$ cat config.mk
export PLATFORM = sky130hd
export DESIGN_NAME = regfile_wb_scheduler
export DESIGN_NICKNAME = d
export VERILOG_FILES = /design/src/rtl/regfile_wb_scheduler_pkg.sv /design/src/rtl/regfile_wb_scheduler_fifo.sv /design/src/rtl/regfile_wb_scheduler.sv
export SDC_FILE = /design/constraint.sdc
export NUM_CORES = 1
export LEC_CHECK = 0
export CAP_MARGIN = 10
export CORE_MARGIN = 1
export CORE_UTILIZATION = 30
export DETAILED_ROUTE_END_ITERATION = 12
export GPL_TIMING_DRIVEN = 1
export PLACE_DENSITY = 0.64
export SLEW_MARGIN = 10
export SYNTH_ARGS = -nofsm -noshare
export SYNTH_HDL_FRONTEND = slang
export SYNTH_SLANG_ARGS = --single-unit
$ cat constraint.sdc
create_clock -name clk -period 2.8 [get_ports clk]
set_input_delay 0.28 -clock clk [delete_from_list [all_inputs] [get_ports clk]]
set_output_delay 0.28 -clock clk [all_outputs]
set_load 0.01 [all_outputs]
$ cat src/rtl/regfile_wb_scheduler_pkg.sv
// ---------------------------------------------------------------------------
// regfile_wb_scheduler_pkg
//   Shared constants, the write-request record and small helpers used by the
//   regfile write-port scheduler and its result FIFO.
//
//   Contents:
//     ADDR_W / DATA_W   default GPR address / data widths
//     NUM_GPR           number of architectural GPRs (busy scoreboard width)
//     ZERO_REG          hard-wired zero register index
//     wb_req_t          {valid, addr, data} write request record
//     gpr_onehot()      address -> scoreboard bit vector, zero register masked
// ---------------------------------------------------------------------------
package regfile_wb_scheduler_pkg;

    localparam int ADDR_W  = 5;
    localparam int DATA_W  = 32;
    localparam int NUM_GPR = 32;

    localparam logic [ADDR_W-1:0] ZERO_REG = 5'd0;

    // One candidate for the regfile write port.
    typedef struct packed {
        logic              valid;
        logic [ADDR_W-1:0] addr;
        logic [DATA_W-1:0] data;
    } wb_req_t;

    // Decode a GPR address into a scoreboard vector. The zero register bit is
    // always cleared so that no set/clear can ever touch busy[0].
    function automatic logic [NUM_GPR-1:0] gpr_onehot(input logic [ADDR_W-1:0] addr);
        logic [NUM_GPR-1:0] vec;
        vec           = '0;
        vec[addr]     = 1'b1;
        vec[ZERO_REG] = 1'b0;
        return vec;
    endfunction

endpackage : regfile_wb_scheduler_pkg

$ cat src/rtl/regfile_wb_scheduler_fifo.sv
// ---------------------------------------------------------------------------
// wb_result_fifo
//   Synchronous FIFO holding long-latency results ({addr, data}) until the
//   regfile write port is free. Push uses a valid/ready handshake; the head is
//   always visible and is removed by asserting pop.
//
//   Ports:
//     clk, rst     clock, synchronous active-high reset (empties the FIFO)
//     push_valid   offer an entry; accepted when push_valid && push_ready
//     push_ready   FIFO not full (a same-cycle pop is not taken into account)
//     push_addr    entry destination GPR
//     push_data    entry data
//     pop          remove the head at the edge (ignored when empty)
//     pop_valid    FIFO not empty, head_* are meaningful
//     head_addr    head entry destination GPR
//     head_data    head entry data
// ---------------------------------------------------------------------------
module wb_result_fifo #(
    parameter int DEPTH  = 2,
    parameter int ADDR_W = 5,
    parameter int DATA_W = 32
) (
    input  logic              clk,
    input  logic              rst,
    input  logic              push_valid,
    output logic              push_ready,
    input  logic [ADDR_W-1:0] push_addr,
    input  logic [DATA_W-1:0] push_data,
    input  logic              pop,
    output logic              pop_valid,
    output logic [ADDR_W-1:0] head_addr,
    output logic [DATA_W-1:0] head_data
);
    import regfile_wb_scheduler_pkg::*;

    localparam int PTR_W   = $clog2(DEPTH);
    localparam int ENTRY_W = ADDR_W + DATA_W;
    localparam logic [PTR_W:0] PTR_ONE = {{PTR_W{1'b0}}, 1'b1};

    logic [ENTRY_W-1:0] mem_d [DEPTH];
    logic [ENTRY_W-1:0] mem_q [DEPTH];
    logic [PTR_W:0]     wr_ptr_d;
    logic [PTR_W:0]     wr_ptr_q;
    logic [PTR_W:0]     rd_ptr_d;
    logic [PTR_W:0]     rd_ptr_q;

    logic               full_s;
    logic               empty_s;
    logic               do_push_s;
    logic               do_pop_s;
    logic [PTR_W-1:0]   wr_idx_s;
    logic [PTR_W-1:0]   rd_idx_s;

    // Pointers carry one extra wrap bit: equal -> empty, only wrap bit differs -> full.
    always_comb begin
        wr_idx_s  = wr_ptr_q[PTR_W-1:0];
        rd_idx_s  = rd_ptr_q[PTR_W-1:0];
        empty_s   = (wr_ptr_q == rd_ptr_q);
        full_s    = (wr_ptr_q[PTR_W] != rd_ptr_q[PTR_W]) && (wr_idx_s == rd_idx_s);
        do_push_s = push_valid && !full_s;
        do_pop_s  = pop && !empty_s;
    end

    // Next-state for storage and pointers.
    always_comb begin
        mem_d = mem_q;
        if (do_push_s) begin
            mem_d[wr_idx_s] = {push_addr, push_data};
        end else begin
            mem_d = mem_q;
        end

        if (do_push_s) begin
            wr_ptr_d = wr_ptr_q + PTR_ONE;
        end else begin
            wr_ptr_d = wr_ptr_q;
        end

        if (do_pop_s) begin
            rd_ptr_d = rd_ptr_q + PTR_ONE;
        end else begin
            rd_ptr_d = rd_ptr_q;
        end
    end

    // FIFO state registers.
    always_ff @(posedge clk) begin
        if (rst) begin
            wr_ptr_q <= '0;
            rd_ptr_q <= '0;
            for (int i = 0; i < DEPTH; i++) begin
                mem_q[i] <= '0;
            end
        end else begin
            wr_ptr_q <= wr_ptr_d;
            rd_ptr_q <= rd_ptr_d;
            for (int i = 0; i < DEPTH; i++) begin
                mem_q[i] <= mem_d[i];
            end
        end
    end

    // Head is read straight from storage; it is only consumed when pop_valid.
    always_comb begin
        push_ready = !full_s;
        pop_valid  = !empty_s;
        {head_addr, head_data} = mem_q[rd_idx_s];
    end

endmodule : wb_result_fifo

$ cat src/rtl/regfile_wb_scheduler.sv
// ---------------------------------------------------------------------------
// regfile_wb_scheduler
//   Shares the single register-file write port between the pipeline WB stage
//   and a long-latency (MUL/DIV) unit. A 32-entry busy scoreboard tracks GPRs
//   waiting for long-latency results and stalls ID on RAW/WAW hazards. Results
//   that cannot be written immediately wait in wb_result_fifo.
//
//   Write-port priority: WB (non-zero destination) > FIFO head > (bypass).
//
//   Optional feature, macro LU_WB_BYPASS_EN:
//     defined   - with no WB request and an empty FIFO, an lu_done handshake
//                 writes the regfile in the same cycle and skips the FIFO.
//     undefined - every result goes through the FIFO (>= 1 cycle latency).
//
//   Ports:
//     clk, rst                        clock, synchronous active-high reset
//     wb_valid/addr/data              pipeline WB write request
//     lu_issue_valid/addr             long-latency op issued, marks dest busy
//     lu_done_valid/addr/data/ready   long-latency result handshake
//     id_rs/rt_addr, id_rs/rt_ena     ID source operands
//     id_rd_addr, id_rd_wena          ID destination
//     issue_stall                     hold ID stage (RAW/WAW on busy GPR)
//     rf_wena/waddr/wdata             register-file write port
//     busy_mask                       scoreboard state (registered)
//     proto_err                       sticky protocol-error flag
// ---------------------------------------------------------------------------
module regfile_wb_scheduler #(
    parameter int ADDR_W      = regfile_wb_scheduler_pkg::ADDR_W,
    parameter int DATA_W      = regfile_wb_scheduler_pkg::DATA_W,
    parameter int QUEUE_DEPTH = 2
) (
    input  logic              clk,
    input  logic              rst,
    input  logic              wb_valid,
    input  logic [ADDR_W-1:0] wb_addr,
    input  logic [DATA_W-1:0] wb_data,
    input  logic              lu_issue_valid,
    input  logic [ADDR_W-1:0] lu_issue_addr,
    input  logic              lu_done_valid,
    input  logic [ADDR_W-1:0] lu_done_addr,
    input  logic [DATA_W-1:0] lu_done_data,
    output logic              lu_done_ready,
    input  logic [ADDR_W-1:0] id_rs_addr,
    input  logic              id_rs_ena,
    input  logic [ADDR_W-1:0] id_rt_addr,
    input  logic              id_rt_ena,
    input  logic [ADDR_W-1:0] id_rd_addr,
    input  logic              id_rd_wena,
    output logic              issue_stall,
    output logic              rf_wena,
    output logic [ADDR_W-1:0] rf_waddr,
    output logic [DATA_W-1:0] rf_wdata,
    output logic [regfile_wb_scheduler_pkg::NUM_GPR-1:0] busy_mask,
    output logic              proto_err
);
    import regfile_wb_scheduler_pkg::*;

    logic [NUM_GPR-1:0] busy_d;
    logic [NUM_GPR-1:0] busy_q;
    logic               proto_err_d;
    logic               proto_err_q;

    wb_req_t            wb_req_s;
    logic               lu_done_ready_s;
    logic               lu_accept_s;
    logic               lu_nonzero_s;
    logic               fifo_push_s;
    logic               fifo_push_ready_s;
    logic               fifo_pop_s;
    logic               fifo_pop_valid_s;
    logic [ADDR_W-1:0]  fifo_head_addr_s;
    logic [DATA_W-1:0]  fifo_head_data_s;
    logic               bypass_s;

    logic               rf_wena_s;
    logic [ADDR_W-1:0]  rf_waddr_s;
    logic [DATA_W-1:0]  rf_wdata_s;

    logic [NUM_GPR-1:0] set_vec_s;
    logic [NUM_GPR-1:0] clr_vec_s;
    logic               err_done_s;
    logic               err_issue_s;
    logic               issue_stall_s;

    // Result handshake; a write to the zero register is accepted but dropped.
    always_comb begin
        wb_req_s.valid  = wb_valid && (wb_addr != ZERO_REG);
        wb_req_s.addr   = wb_addr;
        wb_req_s.data   = wb_data;
        lu_done_ready_s = !rst && fifo_push_ready_s;
        lu_accept_s     = lu_done_valid && lu_done_ready_s;
        lu_nonzero_s    = (lu_done_addr != ZERO_REG);
        fifo_push_s     = lu_accept_s && lu_nonzero_s && !bypass_s;
    end

    // Fixed-priority arbitration of the single regfile write port.
    always_comb begin
        rf_wena_s  = 1'b0;
        rf_waddr_s = '0;
        rf_wdata_s = '0;
        fifo_pop_s = 1'b0;
        bypass_s   = 1'b0;
        if (rst) begin
            rf_wena_s = 1'b0;
        end else if (wb_req_s.valid) begin
            rf_wena_s  = 1'b1;
            rf_waddr_s = wb_req_s.addr;
            rf_wdata_s = wb_req_s.data;
        end else if (fifo_pop_valid_s) begin
            rf_wena_s  = 1'b1;
            rf_waddr_s = fifo_head_addr_s;
            rf_wdata_s = fifo_head_data_s;
            fifo_pop_s = 1'b1;
        end else begin
`ifdef LU_WB_BYPASS_EN
            // Port idle and nothing queued ahead: write the result straight through.
            if (lu_accept_s && lu_nonzero_s) begin
                rf_wena_s  = 1'b1;
                rf_waddr_s = lu_done_addr;
                rf_wdata_s = lu_done_data;
                bypass_s   = 1'b1;
            end else begin
                rf_wena_s = 1'b0;
            end
`else
            rf_wena_s = 1'b0;
`endif
        end
    end

    wb_result_fifo #(
        .DEPTH  (QUEUE_DEPTH),
        .ADDR_W (ADDR_W),
        .DATA_W (DATA_W)
    ) u_fifo (
        .clk        (clk),
        .rst        (rst),
        .push_valid (fifo_push_s),
        .push_ready (fifo_push_ready_s),
        .push_addr  (lu_done_addr),
        .push_data  (lu_done_data),
        .pop        (fifo_pop_s),
        .pop_valid  (fifo_pop_valid_s),
        .head_addr  (fifo_head_addr_s),
        .head_data  (fifo_head_data_s)
    );

    // Scoreboard next state: a long-latency write clears, an issue sets, set wins.
    always_comb begin
        if (fifo_pop_s) begin
            clr_vec_s = gpr_onehot(fifo_head_addr_s);
        end else if (bypass_s) begin
            clr_vec_s = gpr_onehot(lu_done_addr);
        end else begin
            clr_vec_s = '0;
        end

        if (lu_issue_valid) begin
            set_vec_s = gpr_onehot(lu_issue_addr);
        end else begin
            set_vec_s = '0;
        end

        busy_d = (busy_q & ~clr_vec_s) | set_vec_s;
    end

    // Protocol errors: result for a register nobody waits on, or double issue.
    always_comb begin
        err_done_s  = lu_accept_s && lu_nonzero_s && !busy_q[lu_done_addr];
        err_issue_s = lu_issue_valid && (lu_issue_addr != ZERO_REG) && busy_q[lu_issue_addr];
        proto_err_d = proto_err_q || err_done_s || err_issue_s;
    end

    // ID hazard detection from the registered scoreboard; busy[0] is never set.
    always_comb begin
        if (rst) begin
            issue_stall_s = 1'b0;
        end else begin
            issue_stall_s = (id_rs_ena  && busy_q[id_rs_addr]) ||
                            (id_rt_ena  && busy_q[id_rt_addr]) ||
                            (id_rd_wena && busy_q[id_rd_addr]);
        end
    end

    // Scoreboard and error-flag registers.
    always_ff @(posedge clk) begin
        if (rst) begin
            busy_q      <= '0;
            proto_err_q <= 1'b0;
        end else begin
            busy_q      <= busy_d;
            proto_err_q <= proto_err_d;
        end
    end

    // Output drive.
    always_comb begin
        lu_done_ready = lu_done_ready_s;
        issue_stall   = issue_stall_s;
        rf_wena       = rf_wena_s;
        rf_waddr      = rf_waddr_s;
        rf_wdata      = rf_wdata_s;
        busy_mask     = busy_q;
        proto_err     = proto_err_q;
    end

endmodule : regfile_wb_scheduler

# After elaboration in Yosys (flattened, before gate mapping)
# Cells that the tools add are included.
# word_totals
reg_bits,111
in_bits,102
output_inout_bits,73
wordCells,88
# op_classes
n_addsub,2
n_lt_le_gt_ge,11
n_eq_ne,3
muxes,34
bitwise,5
n_reduce_logical,27
# ops
op,n
two-way mux 32 bit,5
two-way mux 37 bit,4
bitwise mux 74 bit,1
demux 37 bit (select 1 bit),1
"less-than comparator 5 x 6 -> 1 bit, second input constant",6
bitwise AND 32 bit,1
inverter 32 bit,1
OR 32 bit,1
binary-select mux 1 bit (select 5 bit),5
logical AND 1 bit,16
two-way mux 5 bit,3
nonzero test 5 bit,3
two-way mux 1 bit,13
demux 1 bit (select 5 bit),2
">= comparator 5 x 1 -> 1 bit, second input constant",2
"adder 2 x 1 -> 2 bit, second input constant",2
">= comparator 2 bit, second input constant",2
logical NOT 1 bit,4
logical OR 1 bit,4
inverter 1 -> 2 bit,2
== test 2 bit,1
"less-than comparator 2 x 1 -> 1 bit, second input constant",1
== test 1 bit,1
!= test 1 bit,1

# Depth between registers and ports, before layout
# Gate-level depths: netlist of run 1.
# logic_depth
depth_word,12
ltp_mapped,8
depth_no_buf,5

# By module
# Synthesis of run 1 repeated with hierarchy kept, for this count alone.
# hier_totals
hier_cells,620
area_unflattened_um2,6321.1
# modules_own_cells
mod,n_inst,cells_per_inst,area_each_um2,seq_area_each_um2
wb_result_fifo,1,284,3199.3,1561.5
regfile_wb_scheduler,1,336,3121.7,640.6

# Worst setup path before layout of run 1
# OpenSTA, ideal clock, no wires.
# synth_path
path_kind,input -> output
startpoint,input port id_rd_addr[0]
endpoint,output port issue_stall
t_arrival_ns,1.922
required_ns,2.520
setup_slack_ns,0.598
stages,6
path_cell_list,clkbuf_1 -> mux4_2 -> a221oi_1 -> a21oi_1 -> o311ai_1 -> nand3_1
# synth_via
elab_chain_cells,5
# synth_rtl
element,line_no,text
"start, declared",regfile_wb_scheduler.sv:47,"input logic [ADDR_W-1:0] id_rd_addr,"
binary-select mux 1 bit (select 5 bit),regfile_wb_scheduler.sv:181,(id_rd_wena && busy_q[id_rd_addr]);
two-way mux 1 bit (not written as such),regfile_wb_scheduler.sv:181,
logical AND 1 bit,regfile_wb_scheduler.sv:181,
logical OR 1 bit,regfile_wb_scheduler.sv:180,(id_rt_ena && busy_q[id_rt_addr]) ||
two-way mux 1 bit,regfile_wb_scheduler.sv:176,if (rst) begin
"end, declared",regfile_wb_scheduler.sv:49,"output logic issue_stall,"
# No other way between the ends. The select of a mux whose other input is x is not followed.

# Worst setup path in the final report of run 1
# layout_path
startpoint,input port wb_addr[2]
endpoint,output port rf_waddr[0]
# layout_via
elab_chain_cells,4
# layout_rtl
element,line_no,text
"start, declared",regfile_wb_scheduler.sv:35,"input logic [ADDR_W-1:0] wb_addr,"
nonzero test 5 bit,regfile_wb_scheduler.sv:87,wb_req_s.valid = wb_valid && (wb_addr != ZERO_REG);
logical AND 1 bit,regfile_wb_scheduler.sv:87,
two-way mux 5 bit,regfile_wb_scheduler.sv:105,end else if (wb_req_s.valid) begin
two-way mux 5 bit,regfile_wb_scheduler.sv:103,if (rst) begin
"end, declared",regfile_wb_scheduler.sv:51,"output logic [ADDR_W-1:0] rf_waddr,"
# No other way between the ends.

==> results of run 1 <==
layer usage:
layer	wire length [um]	up-vias	track usage (%)
met5	0	-	0
met4	391	0	5.78
met3	1320	27	4.25
met2	9730	220	30.6
met1	9290	2978	26.4
li1	-	2958	-
final timing paths:
| kind | start | to | depth (start not counted) |
|---|---|---|---|
| max | wb_addr[2] | rf_waddr[0] | 7 |
| min | rst | u_fifo.rd_ptr_q[0] | 2 |
| max reg2reg | u_fifo.wr_ptr_q[0] | u_fifo.mem_q[40] | 6 |
| min reg2reg | u_fifo.mem_q[59] | u_fifo.mem_q[59] | 2 |
placed cells by master, fill, tap and decap left out, types with 5 or more instances in the layout:
cell and n:
sky130_fd_sc_hd__nor2b_1 6, sky130_fd_sc_hd__dfxtp_1 109, sky130_fd_sc_hd__nand2_1 161, sky130_fd_sc_hd__clkdlybuf4s50_1 137
sky130_fd_sc_hd__o21ai_1 5, sky130_fd_sc_hd__mux2i_1 87, sky130_fd_sc_hd__a21oi_1 76, sky130_fd_sc_hd__nor2_1 47
sky130_fd_sc_hd__clkbuf_16 9, sky130_fd_sc_hd__dlymetal6s2s_1 34, sky130_fd_sc_hd__mux4_2 37, sky130_fd_sc_hd__buf_4 47
sky130_fd_sc_hd__o21ai_0 68, sky130_fd_sc_hd__inv_1 9, sky130_fd_sc_hd__nand3_1 8, sky130_fd_sc_hd__nor3b_1 5
sky130_fd_sc_hd__buf_12 5, sky130_fd_sc_hd__nand3b_1 6
power by group through the flow:
stage | clock network (W) | logic [W] | registers, W
6_report | 0.00123 | 0.000663 | 0.00165
5_1_grt | 0.00135 | 0.000719 | 0.00165
4_1_cts | 0.00127 | 0.000673 | 0.00165
3_5_place_dp | 0 | 0.000671 | 0.00168
3_3_place_gp | 0 | 0.000666 | 0.00168
2_1_floorplan | 0 | 0.000318 | 0.00167
cell families after synthesis:
logic type	synth area share, %
compound gates	14.3
xor+xnor	0.836
buf+inv	4.22
flops	35.0
mux	27.8
other cells	0.0597
simple gates	17.7
state kept, by name, summed over array words and instances, names as in the netlist:
signal,count
u_fifo.mem_q,74
busy_mask,31
u_fifo.rd_ptr_q,2
u_fifo.wr_ptr_q,2
proto_err,1
repair_timing:
item                       CTS  global route
hold endpoints to repair     0             0
gates resized for setup      1            36
setup endpoints to repair    1            33
layout make-up:
type / instances / area (um^2)
fill: 2010 / 11400
multi-input combinational: 561 / 3830
timing repair buffer: 224 / 2260
sequential: 110 / 2200
tap: 270 / 338
clock buffer: 10 / 229
clock inverter: 6 / 53.8
inverter: 9 / 33.8
through the flow:
stage | TNS [ns] | area (um^2)
global route | 0 | 8950
floorplan | 0 | 6290
finish | 0 | 8950
global placement | -0.130 | 8580
CTS | 0 | 8860
detailed placement | -0.122 | 8580
==> flow_summary.toml, run 1 <==
[run_status]
outcome = "complete, no violations"

[routing]
drtAntennaViolNets = 0
detailedRoute.firstPassIterationCount = 5
drc = 0
routed_wire_length_um = 20700
avgRoutedWirePerCell_um = 17.4
via_per_inst = 5.20
detailroute.via_count = 6183
drt_iter0_drc = 432

[yosys]
ys_async_sr_fraction_pct = 0
synth.distinct_cells = 47
postSynthCellCount = 733
postSynthRegisterBits = 110
synthesis.nets = 835
mappedNetlistArea_mm2 = 0.00629
synth_largest_type_area_fraction_pct = 35.0
synth_common_cells = "sky130_fd_sc_hd__nand2_1 (161), sky130_fd_sc_hd__dfxtp_1 (110), sky130_fd_sc_hd__mux2i_1 (87)"
synth.yosys.warnings = 0
synth.largest_area_cell = "sky130_fd_sc_hd__dfxtp_1"
synth.yosys.seq_area_share_pct = 35.0
synthMostInstantiatedCell = "sky130_fd_sc_hd__nand2_1"
postSynthAreaPerCell_um2 = 8.58
synth-edff-count = 0
synthTopCellsByArea = "sky130_fd_sc_hd__dfxtp_1 (35%), sky130_fd_sc_hd__mux2i_1 (14%), sky130_fd_sc_hd__mux4_2 (13%), sky130_fd_sc_hd__nand2_1 (9.6%), sky130_fd_sc_hd__a21oi_1 (6.1%)"
yosys_most_used_dff = "sky130_fd_sc_hd__dfxtp_1"

[final_layout]
insertedDiodeCount = 0
nets = 1017
post_route_cells_drive_above_1_share_pct = 12.6
finish.cell_count_without_fillers = 1190
finalCoreUtilization_pct = 43.9
synthToLayoutAreaGrowth_pct = 42.4

[critical_path]
path_delay_family = "buffers and inverters"
data_arrival_time_of_the_critical_path_ns = 2.44
path_buf_inv = 3
crit_path_cell_trace = "clkdlybuf4s50_1, or4_1, o21ai_2, nand2_1, buf_4, o21ai_0, clkdlybuf4s50_1"
regToRegSetupSlack_ns = 0.35
required_ns = 2.52
crit_path_max_fanout = 12
critPathSlowestCell = "sky130_fd_sc_hd__or4_1"
timing_worst_setup_path_type = "primary input to output port"
worst_path_most_repeated_cell = "sky130_fd_sc_hd__clkdlybuf4s50_1"
cp-start-kind = "primary input"
worstSetupEndpointType = "output port"
critPathMaxStageDelay_ns = 0.55

[timing]
clock-skew-final_ns = 0.0104
slew_viol_final = 0
slew_worst_pin_ns = 1.19
hold_ws_ns = 0.206
setup_ws_ns = 0.0829
slew_headroom_pct = 20.2
post-route-min-period_ns = 2.72
maximum_frequency_from_static_timing_analysis_ghz = 0.368
finalHoldViolCount = 0
period_share_pct = 97.0
rsz0062_at_grt = "false"
final_setup_violation_count = 0

[power_and_ir_drop]
power.share.combinational_pct = 18.7
p_per_area_mw_per_mm2 = 396
total_power_w = 0.00354
p_int_w = 0.00258
pwr-share-seq_pct = 46.5
total_switching_power_w = 0.000965
switching_share_pct = 27.2
static-leakage-power_nw = 3.52
power.ir.vdd_worst_uv = 329
p_clk_share_pct = 34.8

[clocking]
clockBufferDepth = 2
cts.sink_count = 110
clk_transition_reported_paths_ns = 0.08
cts_bufs_inserted = 9
worstSkewPairLatency_ns = 0.35
cts-hold-fix-buffers = 0
cts-root-buf = "sky130_fd_sc_hd__clkbuf_16"
clock_tree_from_tritoncts = "yes"
cts.repair_timing.setup_buffer_count = 0
h_tree_depth_reported_by_cts = 3

[floorplanning]
core-area_mm2 = 0.0204
die-width_um = 147
die_area_mm2 = 0.0215
ioPinCount = 175
initial_utilization_pct = 30.9
floorplan.die.height_um = 147
floorplan.rows = 52

[placed_design]
pre_cts_slack_ns = -0.122
post-place-cells = 1174
gp_congestion = 0.909
detailed_place_hpwl_um = 15100
port_buffers = 173

[global_route]
vias_in_the_first_global_route = 5731
grt.total_usage_pct = 19.4
grt_max_degree = 104
grt_pass1_wl_um = 32800
grt_antenna_before_repair = 0
grt_remaining_overflow = 0

[worst_hold_path]
min_path_type = "primary input to flop"

[run]
max_cap_violations = 0
(Power assumes the default switching activity.)
==> run 2, diff against run 1 <==
==> constraint.sdc (replaced) <==
create_clock -name clk -period 2.8 [get_ports clk]
set_input_delay 0.56 -clock clk [delete_from_list [all_inputs] [get_ports clk]]
set_output_delay 0.56 -clock clk [all_outputs]
set_load 0.01 [all_outputs]
==> run 2 against run 1 <==
Compared with the run above: combinational power rose by 6.2%; non-clock buffer count rose by 40; critical endpoint is now rf_wdata[16]; core utilization rose by 0.65 points; highest routed layer unchanged; largest power group unchanged; largest cell class unchanged; design area rose by 1.5%.
==> flow_summary.toml, run 2 (synthesized netlist as in run 1, its figures left out) <==
[placed_design]
port_buffers = 173
post-place-cells = 1206
placed_area_mm2 = 0.00881
pre_cts_slack_ns = -0.692
detailed_place_hpwl_um = 16100
gp_congestion = 0.941

[timing]
rsz0062_at_grt = "true"
slew_viol_final = 0
slew_worst_pin_ns = 1.04
hold_ws_ns = 0.455
final_setup_violation_count = 0
post-route-min-period_ns = 2.73
setup_ws_ns = 0.0742
finalHoldViolCount = 0
maximum_frequency_from_static_timing_analysis_ghz = 0.367
clock-skew-final_ns = 0.0150
slew_headroom_pct = 30.8
period_share_pct = 97.3

[floorplanning]
core-area_mm2 = 0.0204
floorplan.rows = 52
die-width_um = 147
floorplan.die.height_um = 147
ioPinCount = 175
initial_utilization_pct = 30.9
die_area_mm2 = 0.0215

[critical_path]
crit_path_cell_trace = "dlygate4sd2_1, or4_4, o21ai_4, buf_6, nor2_4, clkbuf_16, nand2_2, o21ai_0, buf_2"
required_ns = 2.24
crit_path_max_fanout = 7
critPathMaxStageDelay_ns = 0.52
critPathSlowestCell = "sky130_fd_sc_hd__or4_4"
worstSetupEndpointType = "output port"
data_arrival_time_of_the_critical_path_ns = 2.17
r2r_cells = 5
cp-start-kind = "primary input"
timing_worst_setup_path_type = "primary input to output port"

[final_layout]
finalCoreUtilization_pct = 44.6
most-common-layout-cells = "sky130_fd_sc_hd__nand2_1 (155), sky130_fd_sc_hd__clkdlybuf4s50_1 (120), sky130_fd_sc_hd__dfxtp_1 (109)"
fill_cells = 2031
synthToLayoutAreaGrowth_pct = 44.5
layout.cells.most_common = "sky130_fd_sc_hd__nand2_1"
post_route_cells_drive_above_1_share_pct = 21.4
max_ffs_per_register = 74
nets = 1057
finish.cell_count_without_fillers = 1231
fin_area_mm2 = 0.00908
max_flop_register = "u_fifo.mem_q"

[routing]
avgRoutedWirePerCell_um = 17.8
routed_wire_length_um = 21900
via_per_inst = 5.20
wl_met3_um = 1850
met2WireLength_um = 10100
detailroute.via_count = 6407
drc = 0
detailedRoute.firstPassIterationCount = 5
drtAntennaViolNets = 0
drt_iter0_drc = 538
route.layer.met1.wl_um = 9230
top_layer = "met4"

[clocking]
worstSkewPairLatency_ns = 0.36
clockBufferDepth = 2
cts-root-buf = "sky130_fd_sc_hd__clkbuf_16"
h_tree_depth_reported_by_cts = 3
clk_transition_reported_paths_ns = 0.07
cts.sink_count = 110
cts_bufs_inserted = 9
clock_tree_from_tritoncts = "yes"
cts-hold-fix-buffers = 0

[global_route]
grt_max_degree = 99
vias_in_the_first_global_route = 6120
grt.total_usage_pct = 20.2
grt_antenna_before_repair = 1
grt_pass1_wl_um = 34100
grt_remaining_overflow = 0

[power_and_ir_drop]
p_clk_share_pct = 35.2
total_switching_power_w = 0.000959
p_int_w = 0.00267
power.share.combinational_pct = 19.4
p_per_area_mw_per_mm2 = 399
power.ir.vdd_worst_uv = 308
pwr-share-seq_pct = 45.3
static-leakage-power_nw = 3.31
switching_share_pct = 26.4

[worst_hold_path]
worst_hold_path.num_cells = 2
min_path_type = "flop to flop"

[run]
max_cap_violations = 0

[run_status]
outcome = "complete, no violations"
[run 2: final cells by class]
cell class	instances	area, um^2	share of cell area (%)
Antenna cell	1	2.50	0.0276
Clock buffer	10	229	2.52
Clock inverter	6	61.3	0.675
Inverter	9	33.8	0.372
Multi-Input combinational cell	561	3870	42.6
Sequential cell	110	2200	24.3
Tap cell	270	338	3.72
Timing Repair Buffer	264	2350	25.8
[run 2: through the flow]
stage                     power, W  TNS, ns
after floorplan            0.00199        0
after global placement     0.00237   -19.69
after detailed placement   0.00238   -20.27
after CTS                  0.00364        0
after global routing       0.00378  -0.0138
final                      0.00363        0
[run 2: routing by layer]
metal	vias to the layer above	GRT usage, %
met5	-	0
met4	0	7.81
met3	49	5.09
met2	302	32.1
met1	3012	26.4
li1	3044	-
[run 2: final timing paths]
check | start | end | slack [ns]
setup / recovery | wb_addr[4] | rf_wdata[16] | 0.07
hold / removal | u_fifo.mem_q[51] | u_fifo.mem_q[51] | 0.46
setup reg to reg | busy_mask[12] | proto_err | 0.76
hold reg to reg | u_fifo.mem_q[51] | u_fifo.mem_q[51] | 0.46
[run 2: power by group through the flow]
| stage | Clock [W] | Sequential [W] | Combinational (W) |
|---|---|---|---|
| finish | 0.00128 | 0.00164 | 0.000704 |
| global route | 0.00137 | 0.00165 | 0.000762 |
| floorplan | 0 | 0.00167 | 0.000318 |
| detailed placement | 0 | 0.00168 | 0.000696 |
| CTS | 0.00130 | 0.00164 | 0.000696 |
| global placement | 0 | 0.00168 | 0.000691 |
[run 2: worst max-delay path, delay by kind of cell]
kind	cells	cell delay, ns
buf+inv	4	0.70
simple gates	3	0.66
compound gates	2	0.23
[run 2: timing repair]
action	in CTS	in global routing
setup buffers	4	0
resized for setup	181	28
pin swaps	5	3
endpoints found under the setup margin	39	36
cloned	3	0
==> run 3, diff against run 2 <==
- CTS_BUF_LIST: default -> sky130_fd_sc_hd__clkbuf_8
==> run 3 against run 2 <==
Compared with the run above: combinational power about the same; critical endpoint unchanged; clock power down 25%; setup slack improved by 0.0035 ns; clock skew grew 0.0025 ns; clock-buffer cell count is 1 lower; total power down 8.8%; core utilization fell by 0.49 points; critical path depth is the same; largest power group unchanged.
==> flow_summary.toml, run 3 (synthesized netlist as in run 1, its figures left out) <==
[run_status]
outcome = "complete, no violations"

[floorplanning]
die_area_mm2 = 0.0215
die-width_um = 147
floorplan.die.height_um = 147
floorplan.rows = 52
ioPinCount = 175
core-area_mm2 = 0.0204
initial_utilization_pct = 30.9

[timing]
finalHoldViolCount = 0
final_setup_violation_count = 0
maximum_frequency_from_static_timing_analysis_ghz = 0.367
rsz0062_at_grt = "true"
slew_worst_pin_ns = 1.04
clock-skew-final_ns = 0.0175
slew_headroom_pct = 30.9
totalNegativeSetupSlack_ns = 0
setup_ws_ns = 0.0777
period_share_pct = 97.2
post-route-min-period_ns = 2.72
slew_viol_final = 0

[routing]
routed_wire_length_um = 21800
detailroute.via_count = 6406
drt_iter0_drc = 574
via_per_inst = 5.20
drc = 0
detailedRoute.firstPassIterationCount = 5
avgRoutedWirePerCell_um = 17.7
drtAntennaViolNets = 0

[placed_design]
detailed_place_hpwl_um = 16100
gp_congestion = 0.941
port_buffers = 173
pre_cts_slack_ns = -0.692

[global_route]
grt.total_usage_pct = 20.2
grt_remaining_overflow = 0
vias_in_the_first_global_route = 6111
grt_pass1_wl_um = 34100
grt_max_degree = 99
grt_antenna_before_repair = 1

[critical_path]
worstSetupEndpointType = "output port"
cp-start-kind = "primary input"
crit_path_cell_trace = "dlygate4sd2_1, or4_4, o21ai_4, buf_6, nor2_4, clkbuf_16, nand2_2, o21ai_0, buf_2"
data_arrival_time_of_the_critical_path_ns = 2.16
path_buf_inv = 4
path_delay_family = "buffers and inverters"
timing_worst_setup_path_type = "primary input to output port"
critPathMaxStageDelay_ns = 0.52
critPathSlowestCell = "sky130_fd_sc_hd__or4_4"
required_ns = 2.24
crit_path_max_fanout = 7

[final_layout]
most-common-layout-cells = "sky130_fd_sc_hd__nand2_1 (155), sky130_fd_sc_hd__clkdlybuf4s50_1 (120), sky130_fd_sc_hd__dfxtp_1 (107)"
layout.cells.most_common = "sky130_fd_sc_hd__nand2_1"
max_ffs_per_register = 74
max_flop_register = "u_fifo.mem_q"
nets = 1057
synthToLayoutAreaGrowth_pct = 42.9
post_route_cells_drive_above_1_share_pct = 21.6

[clocking]
clockBufferDepth = 2
cts_bufs_inserted = 9
cts.sink_count = 110
worstSkewPairLatency_ns = 0.39
clk_transition_reported_paths_ns = 0.10
clock_tree_from_tritoncts = "yes"
h_tree_depth_reported_by_cts = 3
cts-hold-fix-buffers = 0
cts-root-buf = "sky130_fd_sc_hd__clkbuf_8"

[power_and_ir_drop]
p_per_area_mw_per_mm2 = 368
static-leakage-power_nw = 3.27
power.ir.vdd_worst_uv = 252

[worst_hold_path]
min_path_type = "primary input to flop"

[run]
max_cap_violations = 0
==> run 3: through the flow <==
step / hold WS [ns] / instances / total power (W) / utilization, % / cell area (um^2)
6_report: 0.436 / 1231 / 0.00331 / 44.1 / 8980
5_1_grt: 0.435 / 1231 / 0.00346 / 44.1 / 8980
4_1_cts: 0.415 / 1229 / 0.00333 / 43.9 / 8930
3_5_place_dp: 0.446 / 1206 / 0.00238 / 43.3 / 8810
3_3_place_gp: 0.441 / 1206 / 0.00237 / 43.3 / 8810
2_1_floorplan: 0.436 / 733 / 0.00199 / - / 6290
==> run 3: layout make-up <==
class | count | area (um^2)
Clock buffer | 9 | 124
Fill cell | 2038 | 11400
Inverter | 9 | 33.8
Multi-Input combinational cell | 561 | 3870
Antenna cell | 1 | 2.50
Timing Repair Buffer | 264 | 2350
Sequential cell | 110 | 2210
Tap cell | 270 | 338
Clock inverter | 7 | 65.1
==> run 3: worst paths after layout <==
path / from / endpoint / slack [ns] / cells after the start
min reg2reg: u_fifo.mem_q[44] / u_fifo.mem_q[44] / 0.46 / 2
min: rst / u_fifo.mem_q[67] / 0.44 / 2
max reg2reg: busy_mask[26] / proto_err / 0.75 / 5
max: wb_addr[4] / rf_wdata[16] / 0.08 / 9
==> run 3: routing by layer <==
metal / vias to the layer above / share of wire (%) / wire length, um / global-route usage [%]
met5: - / 0 / 0 / 0
met4: 0 / 3.0 / 658 / 7.76
met3: 52 / 8.4 / 1840 / 5.47
met2: 290 / 47 / 10200 / 32.1
met1: 3021 / 42 / 9150 / 26.1
li1: 3043 / - / - / -
==> run 3: timing repair <==
| action | in CTS | in global routing |
|---|---|---|
| cloned | 3 | 0 |
| setup buffers | 4 | 0 |
| pin swaps | 5 | 3 |
| endpoints found under the setup margin | 39 | 36 |
| resized for setup | 181 | 30 |
==> run 3: where the power goes <==
group / total [W] / switching (W) / internal [W]
Combinational: 0.000704 / 0.000340 / 0.000365
Clock: 0.000959 / 0.000549 / 0.000410
Sequential: 0.00164 / 0.0000344 / 0.00161
Total: 0.00331 / 0.000923 / 0.00238
